File: src/rtl/s_box_if.sv
// Byte channel into and out of one AES S-box lane.
// The master drives B; the slave returns the registered substitution on D.
interface s_box_if;
    logic [7:0] B;
    logic [7:0] D;

    modport master (output B, input D);
    modport slave  (input B, output D);
endinterface

File: src/rtl/s_box.sv
// AES forward S-box (FIPS-197 SubBytes), one byte per cycle, registered output.
// Latency 1 cycle; no backpressure, a new byte is accepted on every CLK edge.
module s_box (
    input  logic    CLK,
    input  logic    RST_N,
    s_box_if.slave  io
);

    logic [7:0] sub;
    logic [7:0] d_q;

    // Full 256-entry table: every input value decodes to a defined byte.
    always_comb begin
        sub = 8'h00;
        case (io.B)
            8'h00: sub = 8'h63;
            8'h01: sub = 8'h7c;
            8'h02: sub = 8'h77;
            8'h03: sub = 8'h7b;
            8'h04: sub = 8'hf2;
            8'h05: sub = 8'h6b;
            8'h06: sub = 8'h6f;
            8'h07: sub = 8'hc5;
            8'h08: sub = 8'h30;
            8'h09: sub = 8'h01;
            8'h0a: sub = 8'h67;
            8'h0b: sub = 8'h2b;
            8'h0c: sub = 8'hfe;
            8'h0d: sub = 8'hd7;
            8'h0e: sub = 8'hab;
            8'h0f: sub = 8'h76;
            8'h10: sub = 8'hca;
            8'h11: sub = 8'h82;
            8'h12: sub = 8'hc9;
            8'h13: sub = 8'h7d;
            8'h14: sub = 8'hfa;
            8'h15: sub = 8'h59;
            8'h16: sub = 8'h47;
            8'h17: sub = 8'hf0;
            8'h18: sub = 8'had;
            8'h19: sub = 8'hd4;
            8'h1a: sub = 8'ha2;
            8'h1b: sub = 8'haf;
            8'h1c: sub = 8'h9c;
            8'h1d: sub = 8'ha4;
            8'h1e: sub = 8'h72;
            8'h1f: sub = 8'hc0;
            8'h20: sub = 8'hb7;
            8'h21: sub = 8'hfd;
            8'h22: sub = 8'h93;
            8'h23: sub = 8'h26;
            8'h24: sub = 8'h36;
            8'h25: sub = 8'h3f;
            8'h26: sub = 8'hf7;
            8'h27: sub = 8'hcc;
            8'h28: sub = 8'h34;
            8'h29: sub = 8'ha5;
            8'h2a: sub = 8'he5;
            8'h2b: sub = 8'hf1;
            8'h2c: sub = 8'h71;
            8'h2d: sub = 8'hd8;
            8'h2e: sub = 8'h31;
            8'h2f: sub = 8'h15;
            8'h30: sub = 8'h04;
            8'h31: sub = 8'hc7;
            8'h32: sub = 8'h23;
            8'h33: sub = 8'hc3;
            8'h34: sub = 8'h18;
            8'h35: sub = 8'h96;
            8'h36: sub = 8'h05;
            8'h37: sub = 8'h9a;
            8'h38: sub = 8'h07;
            8'h39: sub = 8'h12;
            8'h3a: sub = 8'h80;
            8'h3b: sub = 8'he2;
            8'h3c: sub = 8'heb;
            8'h3d: sub = 8'h27;
            8'h3e: sub = 8'hb2;
            8'h3f: sub = 8'h75;
            8'h40: sub = 8'h09;
            8'h41: sub = 8'h83;
            8'h42: sub = 8'h2c;
            8'h43: sub = 8'h1a;
            8'h44: sub = 8'h1b;
            8'h45: sub = 8'h6e;
            8'h46: sub = 8'h5a;
            8'h47: sub = 8'ha0;
            8'h48: sub = 8'h52;
            8'h49: sub = 8'h3b;
            8'h4a: sub = 8'hd6;
            8'h4b: sub = 8'hb3;
            8'h4c: sub = 8'h29;
            8'h4d: sub = 8'he3;
            8'h4e: sub = 8'h2f;
            8'h4f: sub = 8'h84;
            8'h50: sub = 8'h53;
            8'h51: sub = 8'hd1;
            8'h52: sub = 8'h00;
            8'h53: sub = 8'hed;
            8'h54: sub = 8'h20;
            8'h55: sub = 8'hfc;
            8'h56: sub = 8'hb1;
            8'h57: sub = 8'h5b;
            8'h58: sub = 8'h6a;
            8'h59: sub = 8'hcb;
            8'h5a: sub = 8'hbe;
            8'h5b: sub = 8'h39;
            8'h5c: sub = 8'h4a;
            8'h5d: sub = 8'h4c;
            8'h5e: sub = 8'h58;
            8'h5f: sub = 8'hcf;
            8'h60: sub = 8'hd0;
            8'h61: sub = 8'hef;
            8'h62: sub = 8'haa;
            8'h63: sub = 8'hfb;
            8'h64: sub = 8'h43;
            8'h65: sub = 8'h4d;
            8'h66: sub = 8'h33;
            8'h67: sub = 8'h85;
            8'h68: sub = 8'h45;
            8'h69: sub = 8'hf9;
            8'h6a: sub = 8'h02;
            8'h6b: sub = 8'h7f;
            8'h6c: sub = 8'h50;
            8'h6d: sub = 8'h3c;
            8'h6e: sub = 8'h9f;
            8'h6f: sub = 8'ha8;
            8'h70: sub = 8'h51;
            8'h71: sub = 8'ha3;
            8'h72: sub = 8'h40;
            8'h73: sub = 8'h8f;
            8'h74: sub = 8'h92;
            8'h75: sub = 8'h9d;
            8'h76: sub = 8'h38;
            8'h77: sub = 8'hf5;
            8'h78: sub = 8'hbc;
            8'h79: sub = 8'hb6;
            8'h7a: sub = 8'hda;
            8'h7b: sub = 8'h21;
            8'h7c: sub = 8'h10;
            8'h7d: sub = 8'hff;
            8'h7e: sub = 8'hf3;
            8'h7f: sub = 8'hd2;
            8'h80: sub = 8'hcd;
            8'h81: sub = 8'h0c;
            8'h82: sub = 8'h13;
            8'h83: sub = 8'hec;
            8'h84: sub = 8'h5f;
            8'h85: sub = 8'h97;
            8'h86: sub = 8'h44;
            8'h87: sub = 8'h17;
            8'h88: sub = 8'hc4;
            8'h89: sub = 8'ha7;
            8'h8a: sub = 8'h7e;
            8'h8b: sub = 8'h3d;
            8'h8c: sub = 8'h64;
            8'h8d: sub = 8'h5d;
            8'h8e: sub = 8'h19;
            8'h8f: sub = 8'h73;
            8'h90: sub = 8'h60;
            8'h91: sub = 8'h81;
            8'h92: sub = 8'h4f;
            8'h93: sub = 8'hdc;
            8'h94: sub = 8'h22;
            8'h95: sub = 8'h2a;
            8'h96: sub = 8'h90;
            8'h97: sub = 8'h88;
            8'h98: sub = 8'h46;
            8'h99: sub = 8'hee;
            8'h9a: sub = 8'hb8;
            8'h9b: sub = 8'h14;
            8'h9c: sub = 8'hde;
            8'h9d: sub = 8'h5e;
            8'h9e: sub = 8'h0b;
            8'h9f: sub = 8'hdb;
            8'ha0: sub = 8'he0;
            8'ha1: sub = 8'h32;
            8'ha2: sub = 8'h3a;
            8'ha3: sub = 8'h0a;
            8'ha4: sub = 8'h49;
            8'ha5: sub = 8'h06;
            8'ha6: sub = 8'h24;
            8'ha7: sub = 8'h5c;
            8'ha8: sub = 8'hc2;
            8'ha9: sub = 8'hd3;
            8'haa: sub = 8'hac;
            8'hab: sub = 8'h62;
            8'hac: sub = 8'h91;
            8'had: sub = 8'h95;
            8'hae: sub = 8'he4;
            8'haf: sub = 8'h79;
            8'hb0: sub = 8'he7;
            8'hb1: sub = 8'hc8;
            8'hb2: sub = 8'h37;
            8'hb3: sub = 8'h6d;
            8'hb4: sub = 8'h8d;
            8'hb5: sub = 8'hd5;
            8'hb6: sub = 8'h4e;
            8'hb7: sub = 8'ha9;
            8'hb8: sub = 8'h6c;
            8'hb9: sub = 8'h56;
            8'hba: sub = 8'hf4;
            8'hbb: sub = 8'hea;
            8'hbc: sub = 8'h65;
            8'hbd: sub = 8'h7a;
            8'hbe: sub = 8'hae;
            8'hbf: sub = 8'h08;
            8'hc0: sub = 8'hba;
            8'hc1: sub = 8'h78;
            8'hc2: sub = 8'h25;
            8'hc3: sub = 8'h2e;
            8'hc4: sub = 8'h1c;
            8'hc5: sub = 8'ha6;
            8'hc6: sub = 8'hb4;
            8'hc7: sub = 8'hc6;
            8'hc8: sub = 8'he8;
            8'hc9: sub = 8'hdd;
            8'hca: sub = 8'h74;
            8'hcb: sub = 8'h1f;
            8'hcc: sub = 8'h4b;
            8'hcd: sub = 8'hbd;
            8'hce: sub = 8'h8b;
            8'hcf: sub = 8'h8a;
            8'hd0: sub = 8'h70;
            8'hd1: sub = 8'h3e;
            8'hd2: sub = 8'hb5;
            8'hd3: sub = 8'h66;
            8'hd4: sub = 8'h48;
            8'hd5: sub = 8'h03;
            8'hd6: sub = 8'hf6;
            8'hd7: sub = 8'h0e;
            8'hd8: sub = 8'h61;
            8'hd9: sub = 8'h35;
            8'hda: sub = 8'h57;
            8'hdb: sub = 8'hb9;
            8'hdc: sub = 8'h86;
            8'hdd: sub = 8'hc1;
            8'hde: sub = 8'h1d;
            8'hdf: sub = 8'h9e;
            8'he0: sub = 8'he1;
            8'he1: sub = 8'hf8;
            8'he2: sub = 8'h98;
            8'he3: sub = 8'h11;
            8'he4: sub = 8'h69;
            8'he5: sub = 8'hd9;
            8'he6: sub = 8'h8e;
            8'he7: sub = 8'h94;
            8'he8: sub = 8'h9b;
            8'he9: sub = 8'h1e;
            8'hea: sub = 8'h87;
            8'heb: sub = 8'he9;
            8'hec: sub = 8'hce;
            8'hed: sub = 8'h55;
            8'hee: sub = 8'h28;
            8'hef: sub = 8'hdf;
            8'hf0: sub = 8'h8c;
            8'hf1: sub = 8'ha1;
            8'hf2: sub = 8'h89;
            8'hf3: sub = 8'h0d;
            8'hf4: sub = 8'hbf;
            8'hf5: sub = 8'he6;
            8'hf6: sub = 8'h42;
            8'hf7: sub = 8'h68;
            8'hf8: sub = 8'h41;
            8'hf9: sub = 8'h99;
            8'hfa: sub = 8'h2d;
            8'hfb: sub = 8'h0f;
            8'hfc: sub = 8'hb0;
            8'hfd: sub = 8'h54;
            8'hfe: sub = 8'hbb;
            8'hff: sub = 8'h16;
        endcase
    end

    // Reset wins over the byte presented at the same edge.
    always_ff @(posedge CLK) begin
        if (!RST_N) begin
            d_q <= 8'h00;
        end else begin
            d_q <= sub;
        end
    end

    assign io.D = d_q;

endmodule

File: src/flat_wrapper.sv
// flat-port wrapper written by rule: the top's interface ports become plain ports
module s_box_flat 
  (CLK, RST_N, io_B, io_D);
  s_box_if io_i ();
  input  logic CLK;
  input  logic RST_N;
  input wire logic [$bits(io_i.B)-1:0] io_B;
  output wire logic [$bits(io_i.D)-1:0] io_D;
  assign io_i.B = io_B;
  assign io_D = io_i.D;
  s_box u_core (.CLK(CLK), .RST_N(RST_N), .io(io_i));
endmodule
File: config.mk
export PLATFORM = sky130hd
export DESIGN_NAME = s_box_flat
export DESIGN_NICKNAME = d
export VERILOG_FILES = /design/src/rtl/s_box_if.sv /design/src/rtl/s_box.sv /design/src/flat_wrapper.sv
export SDC_FILE = /design/constraint.sdc
export NUM_CORES = 1
export LEC_CHECK = 0
export BUFFER_PORTS_ARGS = -buffer_cell sky130_fd_sc_hd__buf_2
export CAP_MARGIN = 20
export CORE_MARGIN = 1
export CORE_UTILIZATION = 40
export CTS_CLUSTER_DIAMETER = 40
export DETAILED_ROUTE_END_ITERATION = 8
export SLEW_MARGIN = 40
export SYNTH_ARGS = -nofsm -noshare
export SYNTH_HDL_FRONTEND = slang
export SYNTH_SLANG_ARGS = --single-unit
File: constraint.sdc
create_clock -name CLK -period 4 [get_ports CLK]
set_input_delay 1.2 -clock CLK [delete_from_list [all_inputs] [get_ports CLK]]
set_output_delay 1.2 -clock CLK [all_outputs]
set_load 0.01 [all_outputs]
==> out/qor.yml, run 1 <==
status: "finished clean"
dpl.hpwl_um: 12570
fillCellCount: 934
cts_tree: "done"
wl_per_cell_um: 28.00
synth_cell_types: 74
synthFlopType: "dfxtp_1"
worst_pin_slew_ns: 0.8564
crit_path_end_kind: "flip-flop"
synth_edf_count: 0
layout_common_cells: "49 x nor2_1, 49 x nand2_1, 45 x a21oi_1, 43 x o21ai_0, 32 x buf_4"
die-area_um2: 9293
path_clk_slew_ns: 0.05
drv_slew: 0
slowest_stage: "a311oi_1"
slew_headroom_pct: 42.70
syn_nets: 580
hold_slack_ns: 1.395
synth_cells: 555
powerDensity_nw_per_um2: 187.7
fmax_mhz: 297.1
root_buffer: "clkbuf_8"
postCtsSetupBuffers: 0
vias: 5068
port_buffers: 17
n_antenna_cell: 0
gp_congestion: 1.143
cp.required_ns: 4.18
layout-drive-gt1-share_pct: 13.70
initial_utilization_pct: 41.08
netlist_area_um2: 3565
antenna_left: 0
yosysWarningCount: 0
finalCritPeriodShare_pct: 84.15
rows: 34
setup_violations: 0
wirelength_um: 18140
cts_hold_buffers: 0
crit_type: "in2reg"
ys_seq_area_share_pct: 4.493
grt_overflow: 0
slowest_delay_ns: 0.55
cts_num_sinks: 8
die_w_um: 96.40
peakVddDrop_mv: 0.1086
cp_max_fo: 22
cts-buffers-inserted: 3
p_leak_nw: 1.421
htree_levels: 1
avgViaCountPerCell: 7.821
maxCapViolCount: 0
syn2layout_area_growth_pct: 5.160
largest_reg_flops: 8
cp.arrival_ns: 3.55
grt_pass1_vias: 4525
clockBufferDepth: 2
period_needed_ns: 3.366
antenna_found_initial: 0
preCtsSetupSlack_ns: 0.4964
tns_ns: 0
fp.coreArea_um2: 8678
io-pin-count: 18
final_nets: 567
rsz0062_at_grt: "false"
grt_use_total_pct: 40.50
synth_seq_cells: 8
path_cells: "buf_2 -> buf_4 -> ha_1 -> nor2b_1 -> a2111oi_0 -> a311oi_1 -> a221oi_2 -> a211oi_1 -> a31o_1"
ff_latch_area_um2: 160.2
post_cts_resized: 0
grt_pass1_wl_um: 27790
grt_max_degree: 64
synthArstFlopShare_pct: 0
synthDominantCellAreaShare_pct: 6.318
drtIter0Drc: 1226
hold_viol: 0
avgSynthCellArea_um2: 6.423
holdCritPathClass: "in2reg"
first_pass_iters: 7
synth.area.top_cells: "a21oi_1 6.3%, o21ai_0 6.0%, ha_1 5.3%, nand2_1 5.2%, nor2_1 5.2%"
dieHeight_um: 96.40
cp-start-kind: "primary input"
yosysTopAreaCell: "a21oi_1"
multi_input_area_um2: 3028
drc: 0
finalWorstSetupSlack_ns: 0.6340
[synthesized netlist by cell type, drive strengths merged (4+ instances only)]
cell type	count
nand2	50
buf	43
ha	15
mux4	7
o311a	5
a21oi	46
a311oi	5
o311ai	6
nor2b	20
nor2	52
and2	7
and3	6
nand4	5
o21ai	56
nand2b	14
a31oi	16
a211oi	17
a41o	4
nand3	12
a221oi	7
o22ai	6
nor3b	7
dfxtp	8
o211ai	10
o31ai	4
inv	13
o221ai	6
a211o	7
or3	6
clkbuf	23
nor3	22
a2111oi	7
[cell type report]
class	instances	area share, %
Sequential cell	8	4.272
Tap cell	108	3.605
Multi-Input combinational cell	468	80.77
Clock buffer	3	1.101
Timing Repair Buffer	48	8.945
Inverter	13	1.302
[final timing paths]
path,startpoint,depth (start not counted),to,slack [ns]
setup / recovery,io_B[0],9,u_core.io.D[7],0.63
hold / removal,RST_N,2,u_core.io.D[7],1.40
[critical path, delay by kind of cell]
| kind | cells | cell delay [ns] |
|---|---|---|
| AOI/OAI and AO/OA | 5 | 1.16 |
| adders and majority gates | 1 | 0.54 |
| buffers and inverters | 2 | 0.38 |
| and+or+nand+nor | 1 | 0.26 |
[where the power goes]
group / total, W / switching (W) / internal (W)
registers: 0.0000918 / 0.00000235 / 0.0000895
logic: 0.000503 / 0.000335 / 0.000168
clock network: 0.000109 / 0.0000427 / 0.0000662
[stage by stage]
stage	cells	power (W)	instance area (um^2)	utilization, %
2_1_floorplan	555	0.0004143	3565	-
3_3_place_gp	645	0.0005701	3707	42.72
3_5_place_dp	645	0.0005625	3707	42.72
4_1_cts	648	0.0006693	3749	43.19
5_1_grt	648	0.0007295	3749	43.19
6_report	648	0.0007037	3749	43.19
[per-layer routing]
layer | up-vias | wire, um | GRT usage [%]
met5 | - | 0 | 0
li1 | 2080 | - | -
met4 | 0 | 1361 | 22.18
met1 | 2251 | 6703 | 54.74
met2 | 591 | 7205 | 58.33
met3 | 146 | 2870 | 10.17
[logic make-up after synthesis]
kind of cell	synth area share [%]
AOI/OAI and AO/OA	43.07
xor gates and xnor gates	0.4915
adders and majority gates	5.265
buffers and inverters	10.57
DFF	4.493
muxes	5.300
and+or+nand+nor	30.82
No activity file was read; power rests on OpenSTA's default activity.
==> run 2: changes to the inputs <==
--- a/config.mk
+++ b/config.mk
@@ -5,6 +5,7 @@
 export SDC_FILE = /design/constraint.sdc
 export NUM_CORES = 1
 export LEC_CHECK = 0
+export ABC_AREA = 1
 export BUFFER_PORTS_ARGS = -buffer_cell sky130_fd_sc_hd__buf_2
 export CAP_MARGIN = 20
 export CORE_MARGIN = 1
==> constraint.sdc (replaced) <==
create_clock -name CLK -period 2.9 [get_ports CLK]
set_input_delay 0.87 -clock CLK [delete_from_list [all_inputs] [get_ports CLK]]
set_output_delay 0.87 -clock CLK [all_outputs]
set_load 0.01 [all_outputs]
==> out/qor.yml, run 2 <==
period_needed_ns: 2.679
yosysTopAreaCell: "nand3_1"
cp.arrival_ns: 2.83  # -0.72 ns
p_leak_nw: 1.809  # +27%
rsz0062_at_grt: "false"
grt_overflow: 0  # unchanged
wl_per_cell_um: 22.72  # -19%
ys_seq_area_share_pct: 5.000  # +0.51 points
internal_power_w: 0.0004133  # +28%
syn_nets: 676  # +17%
slew_headroom_pct: 62.89  # +20 points
largest_reg_flops: 8  # unchanged
grt_pass1_wl_um: 26470  # -4.8%
netlist_area_um2: 3203  # -10%
peakVddDrop_mv: 0.1722  # +59%
first_pass_iters: 6  # -1
switching_power_w: 0.0005293  # +39%
cp.required_ns: 3.05  # -1.13 ns
synth_cell_types: 26  # -65%
avgSynthCellArea_um2: 4.920  # -23%
grt_pass1_vias: 4503  # -0.49%
synthFlopType: "dfxtp_1"
avgViaCountPerCell: 6.659  # -15%
setup_violations: 0  # unchanged
port_buffers: 17  # unchanged
final_common_cell: "nand2_1"
fmax_mhz: 373.2
drtIter0Drc: 869  # -29%
holdCritPathClass: "in2reg"
post_cts_resized: 0  # unchanged
synthArstFlopShare_pct: 0  # unchanged
grt_use_total_pct: 41.39  # +0.89 points
grt_max_degree: 77  # +20%
multi_input_area_um2: 2678  # -12%
status: "finished clean"
crit_path_end_kind: "flip-flop"
wirelength_um: 16990  # -6.3%
ys_top_cells_by_count: "229 x nand2_1, 227 x nand3_1, 32 x nor2_1"
dpl.hpwl_um: 12120  # -3.6%
layout_common_cells: "229 x nand2_1, 227 x nand3_1, 32 x nor2_1, 24 x inv_1, 23 x a21oi_1"
postCtsSetupBuffers: 0  # unchanged
die_w_um: 91.49  # -5.1%
synth_edf_count: 0  # unchanged
cp_max_fo: 6  # -73%
cts-buffers-inserted: 3  # unchanged
io-pin-count: 18  # unchanged
maxCapViolCount: 0  # unchanged
hold_slack_ns: 0.8947  # -0.5007 ns
cts_hold_buffers: 0  # unchanged
powerDensity_nw_per_um2: 271.8  # +45%
root_buffer: "clkbuf_8"
drc: 0  # unchanged
fillCellCount: 886  # -5.1%
gp_congestion: 1.111  # -2.8%
crit_type: "in2reg"
layout-drive-gt1-share_pct: 10.22  # -3.5 points
vias: 4981  # -1.7%
fp.coreArea_um2: 7727  # -11%
synthDominantCellAreaShare_pct: 35.47  # +29 points
final_nets: 673  # +19%
clkPwrFrac_pct: 15.0  # -0.5 points
die-area_um2: 8370  # -9.9%
yosysWarningCount: 0  # unchanged
p_comb_share_pct: 71.9  # +0.4 points
finalCritPeriodShare_pct: 92.39
yosysMostFrequentCell: "nand2_1"
antenna_left: 0  # unchanged
synth.area.top_cells: "nand3_1 35%, nand2_1 27%, ha_1 5.9%, dfxtp_1 5.0%, nor2_1 3.8%"
cp-start-kind: "primary input"
dieHeight_um: 91.49  # -5.1%
ff_latch_area_um2: 160.2  # unchanged
cts_tree: "done"
initial_utilization_pct: 41.45  # +0.38 points
synth_cells: 651  # +17%
rows: 32  # -5.9%
n_antenna_cell: 0  # unchanged
cts_num_sinks: 8  # unchanged
syn2layout_area_growth_pct: 8.281
worst_pin_slew_ns: 0.5508  # -0.3056 ns
drv_slew: 0  # unchanged
power_frac_seq_pct: 13.1  # about the same
path_clk_slew_ns: 0.05  # about the same
htree_levels: 1  # unchanged
antenna_found_initial: 0  # unchanged
tns_ns: 0  # unchanged
synth_seq_cells: 8  # unchanged
hold_viol: 0  # unchanged
switching_share_pct: 56.15  # +2.2 points
clockBufferDepth: 2  # unchanged
-- run 2: cell count changes after synthesis, moves of 15 or more --
cell	change
nor3_1	-22
a21oi_1	-22
nor2b_1	-19
clkbuf_1	-15
a211oi_1	-17
nor2_1	-17
o21ai_0	-38
nand3_1	+215
nand2_1	+180
-- run 2: metal layers --
layer / routed length [um] / vias to the layer above / global-route usage, %
li1: - / 2166 / -
met1: 6347 / 2215 / 54.25
met2: 6756 / 474 / 61.22
met3: 2524 / 126 / 9.380
met4: 1362 / 0 / 24.60
met5: 0 / - / 0
-- run 2: kinds of logic after synthesis --
logic type | share of synthesized area (%)
simple gates | 71.37
buf+inv | 11.41
compound gates | 6.367
fa+ha+maj | 5.859
flops | 5.000
-- run 2: path summary, 6_finish.rpt --
path,startpoint,endpoint,slack (ns),cells after the start
min,RST_N,u_core.io.D[7],0.89,3
max,io_B[1],u_core.io.D[6],0.22,12
-- run 2: area by class of cell --
type                    instances  share of cell area, %
multi-input cells             565                  77.20
repair buffers                 41                  10.17
flip-flops and latches          8                  4.618
well taps                     102                  3.680
inverters                      29                  3.139
clock buffers                   3                  1.190
-- run 2: critical path, stage by stage --
cell and delay (ns):
buf_2 0.10, inv_1 0.17, buf_4 0.21, ha_1 0.34, nand2_1 0.23, nand2_1 0.12
nand2_1 0.07, nand3_1 0.10, nand3_1 0.06, nand3_1 0.22, nand3_1 0.13, a21oi_1 0.20
-- run 2: per-stage QoR --
stage                     worst slack (ns)  area [um^2]  cells  power (W)  utilization, %
after floorplan                     0.3957         3203    651  0.0005550               -
after global placement              0.1299         3427    745  0.0007722           44.35
after detailed placement            0.1431         3427    745  0.0007646           44.35
after CTS                           0.3683         3468    748  0.0009059           44.88
after global routing                0.1607         3468    748  0.0009938           44.88
final                               0.2207         3468    748  0.0009426           44.88
-- run 2: power by group through the flow --
stage          combinational (W)  sequential, W  clock (W)
2_1_floorplan           0.000424       0.000131          0
3_3_place_gp            0.000647       0.000125          0
3_5_place_dp            0.000639       0.000126          0
4_1_cts                 0.000641       0.000124   0.000141
5_1_grt                 0.000726       0.000124   0.000143
6_report                0.000678       0.000124   0.000141
==> run 3: changes to the inputs <==
--- a/config.mk
+++ b/config.mk
@@ -5,12 +5,12 @@
 export SDC_FILE = /design/constraint.sdc
 export NUM_CORES = 1
 export LEC_CHECK = 0
-export ABC_AREA = 1
 export BUFFER_PORTS_ARGS = -buffer_cell sky130_fd_sc_hd__buf_2
 export CAP_MARGIN = 20
 export CORE_MARGIN = 1
 export CORE_UTILIZATION = 40
 export CTS_CLUSTER_DIAMETER = 40
+export CTS_CLUSTER_SIZE = 24
 export DETAILED_ROUTE_END_ITERATION = 8
 export SLEW_MARGIN = 40
 export SYNTH_ARGS = -nofsm -noshare
==> constraint.sdc (replaced) <==
create_clock -name CLK -period 2.9 [get_ports CLK]
set_input_delay 0.87 -clock CLK [delete_from_list [all_inputs] [get_ports CLK]]
set_output_delay 0.87 -clock CLK [all_outputs]
set_load 0.1 [all_outputs]
==> out/qor.yml, run 3 (synthesized netlist as in run 1, its figures left out) <==
crit_path_frequent_cell: "buf_4"
status: "finished clean"
vias: 5357  # +7.5%
fillCellCount: 891  # +0.56%
wirelength_um: 20190  # +19%
worst_pin_slew_ns: 0.7806  # +0.2297 ns
io-pin-count: 18  # unchanged
ff_latch_area_um2: 160.2  # unchanged
initial_utilization_pct: 41.08  # -0.38 points
wl_per_cell_um: 27.24  # +20%
drc: 0  # unchanged
cp.required_ns: 3.10  # +0.05 ns
layout_common_cells: "120 x buf_4, 49 x nor2_1, 49 x nand2_1, 45 x a21oi_1, 43 x o21ai_0"
syn2layout_area_growth_pct: 26.68
cp_max_fo: 14  # +8
peakVddDrop_mv: 0.1309  # -24%
antenna_found_initial: 2  # +2
setup_violations: 0  # unchanged
htree_levels: 1  # unchanged
hold_viol: 0  # unchanged
holdCritPathClass: "in2reg"
path_cells: "buf_2 -> buf_4 -> ha_1 -> buf_4 -> nor2b_1 -> a2111oi_0 -> a41oi_1 -> nand4_1 -> o22ai_1 -> a31o_1"
cp-start-kind: "primary input"
dieHeight_um: 96.40  # +5.4%
grt_overflow: 0  # unchanged
grt_use_total_pct: 46.14  # +4.8 points
cp.arrival_ns: 3.04  # +0.21 ns
layout-drive-gt1-share_pct: 27.06  # +17 points
hold_slack_ns: 1.035  # +0.1403 ns
grt_pass1_vias: 5103  # +13%
clockBufferDepth: 2  # unchanged
port_buffers: 17  # unchanged
critical_path.top_delay_family: "compound AO/OA/AOI/OAI gates"
dpl.hpwl_um: 15020  # +24%
die_w_um: 96.40  # +5.4%
rsz0062_at_grt: "false"
cts_num_sinks: 8  # unchanged
slowest_stage: "nor2b_1"
antenna_left: 0  # unchanged
multi_input_area_um2: 3048  # +14%
slowest_delay_ns: 0.44  # +0.10 ns
cts-buffers-inserted: 3  # unchanged
placed_area_um2: 4464  # +30%
rows: 34  # +6.3%
grt_pass1_wl_um: 31000  # +17%
largest_reg_flops: 8  # unchanged
finalCritPeriodShare_pct: 97.94  # +5.6 points
crit_buf_inv: 3  # unchanged
maxCapViolCount: 0  # unchanged
p_leak_nw: 1.883  # +4.1%
path_clk_slew_ns: 0.06  # about the same
avgViaCountPerCell: 7.229  # +8.6%
final_common_cell: "buf_4"
crit_type: "in2reg"
drtIter0Drc: 931  # +7.1%
powerDensity_nw_per_um2: 267.1  # -1.7%
crit_path_end_kind: "flip-flop"
first_pass_iters: 6  # unchanged
design_area_um2: 4516  # +30%
fp.coreArea_um2: 8678  # +12%
gp_congestion: 1.124  # +1.2%
grt_max_degree: 36  # -53%
root_buffer: "clkbuf_8"
period_needed_ns: 2.840  # +0.1610 ns
cts_tree: "done"
fmax_mhz: 352.1  # -5.7%
die-area_um2: 9293  # +11%
postCtsSetupBuffers: 0  # unchanged
drv_slew: 0  # unchanged
slew_headroom_pct: 47.41  # -15 points
final_nets: 659  # -2.1%
## run 3: cell types whose count changed in the layout (fill, tap and decap cells not counted), moves of 17 or more
cell	previous run	this run
nand3_1	227	12
nand2_1	229	49
buf_4	17	120
o21ai_0	5	43
a21oi_1	23	45
nor3_1	0	22
nor2b_1	0	18
nor2_1	32	49
## run 3: final cells by class
| cell class | instances | area share, % |
|---|---|---|
| multi-input combinational | 468 | 67.50 |
| timing repair buffer | 140 | 23.83 |
| sequential | 8 | 3.547 |
| tap | 108 | 2.993 |
| inverter | 13 | 1.164 |
| clock buffer | 3 | 0.9144 |
| antenna | 1 | 0.05542 |
## run 3: final timing paths
kind,from,to,slack [ns],depth (start not counted)
setup / recovery,io_B[0],u_core.io.D[7],0.06,10
hold / removal,RST_N,u_core.io.D[7],1.03,2
## run 3: what timing repair did
| item | 4_1_cts | 5_1_grt |
|---|---|---|
| endpoints found under the hold margin | 0 | 0 |
| gates resized for setup | 0 | 1 |
| hold buffers | 0 | 0 |
| endpoints found under the setup margin | 0 | 1 |
## run 3: power breakdown
part           internal [W]  switching (W)  leakage, nW
clock network     0.0000918      0.0000671       0.0216
logic              0.000330       0.000589         1.79
registers          0.000123     0.00000520       0.0667
## run 3: routing by layer
layer  up-vias  GRT usage (%)  share of wire (%)
met5         -              0              0.064
met3       137          17.84                 16
met4         2          27.70                6.9
met1      2440          59.04                 37
li1       2259              -                  -
met2       519          64.78                 40
## run 3: through the flow
stage,worst slack [ns],instances,utilization (%),power [W],TNS [ns]
final,0.05972,741,52.03,0.001206,0
after global routing,0.02948,740,52.00,0.001245,0
after CTS,0.1510,740,51.92,0.001150,0
after detailed placement,-0.09529,737,51.44,0.0009991,-0.3163
after global placement,-0.08427,737,51.44,0.001004,-0.3047
after floorplan,0.0002791,555,-,0.0006648,0
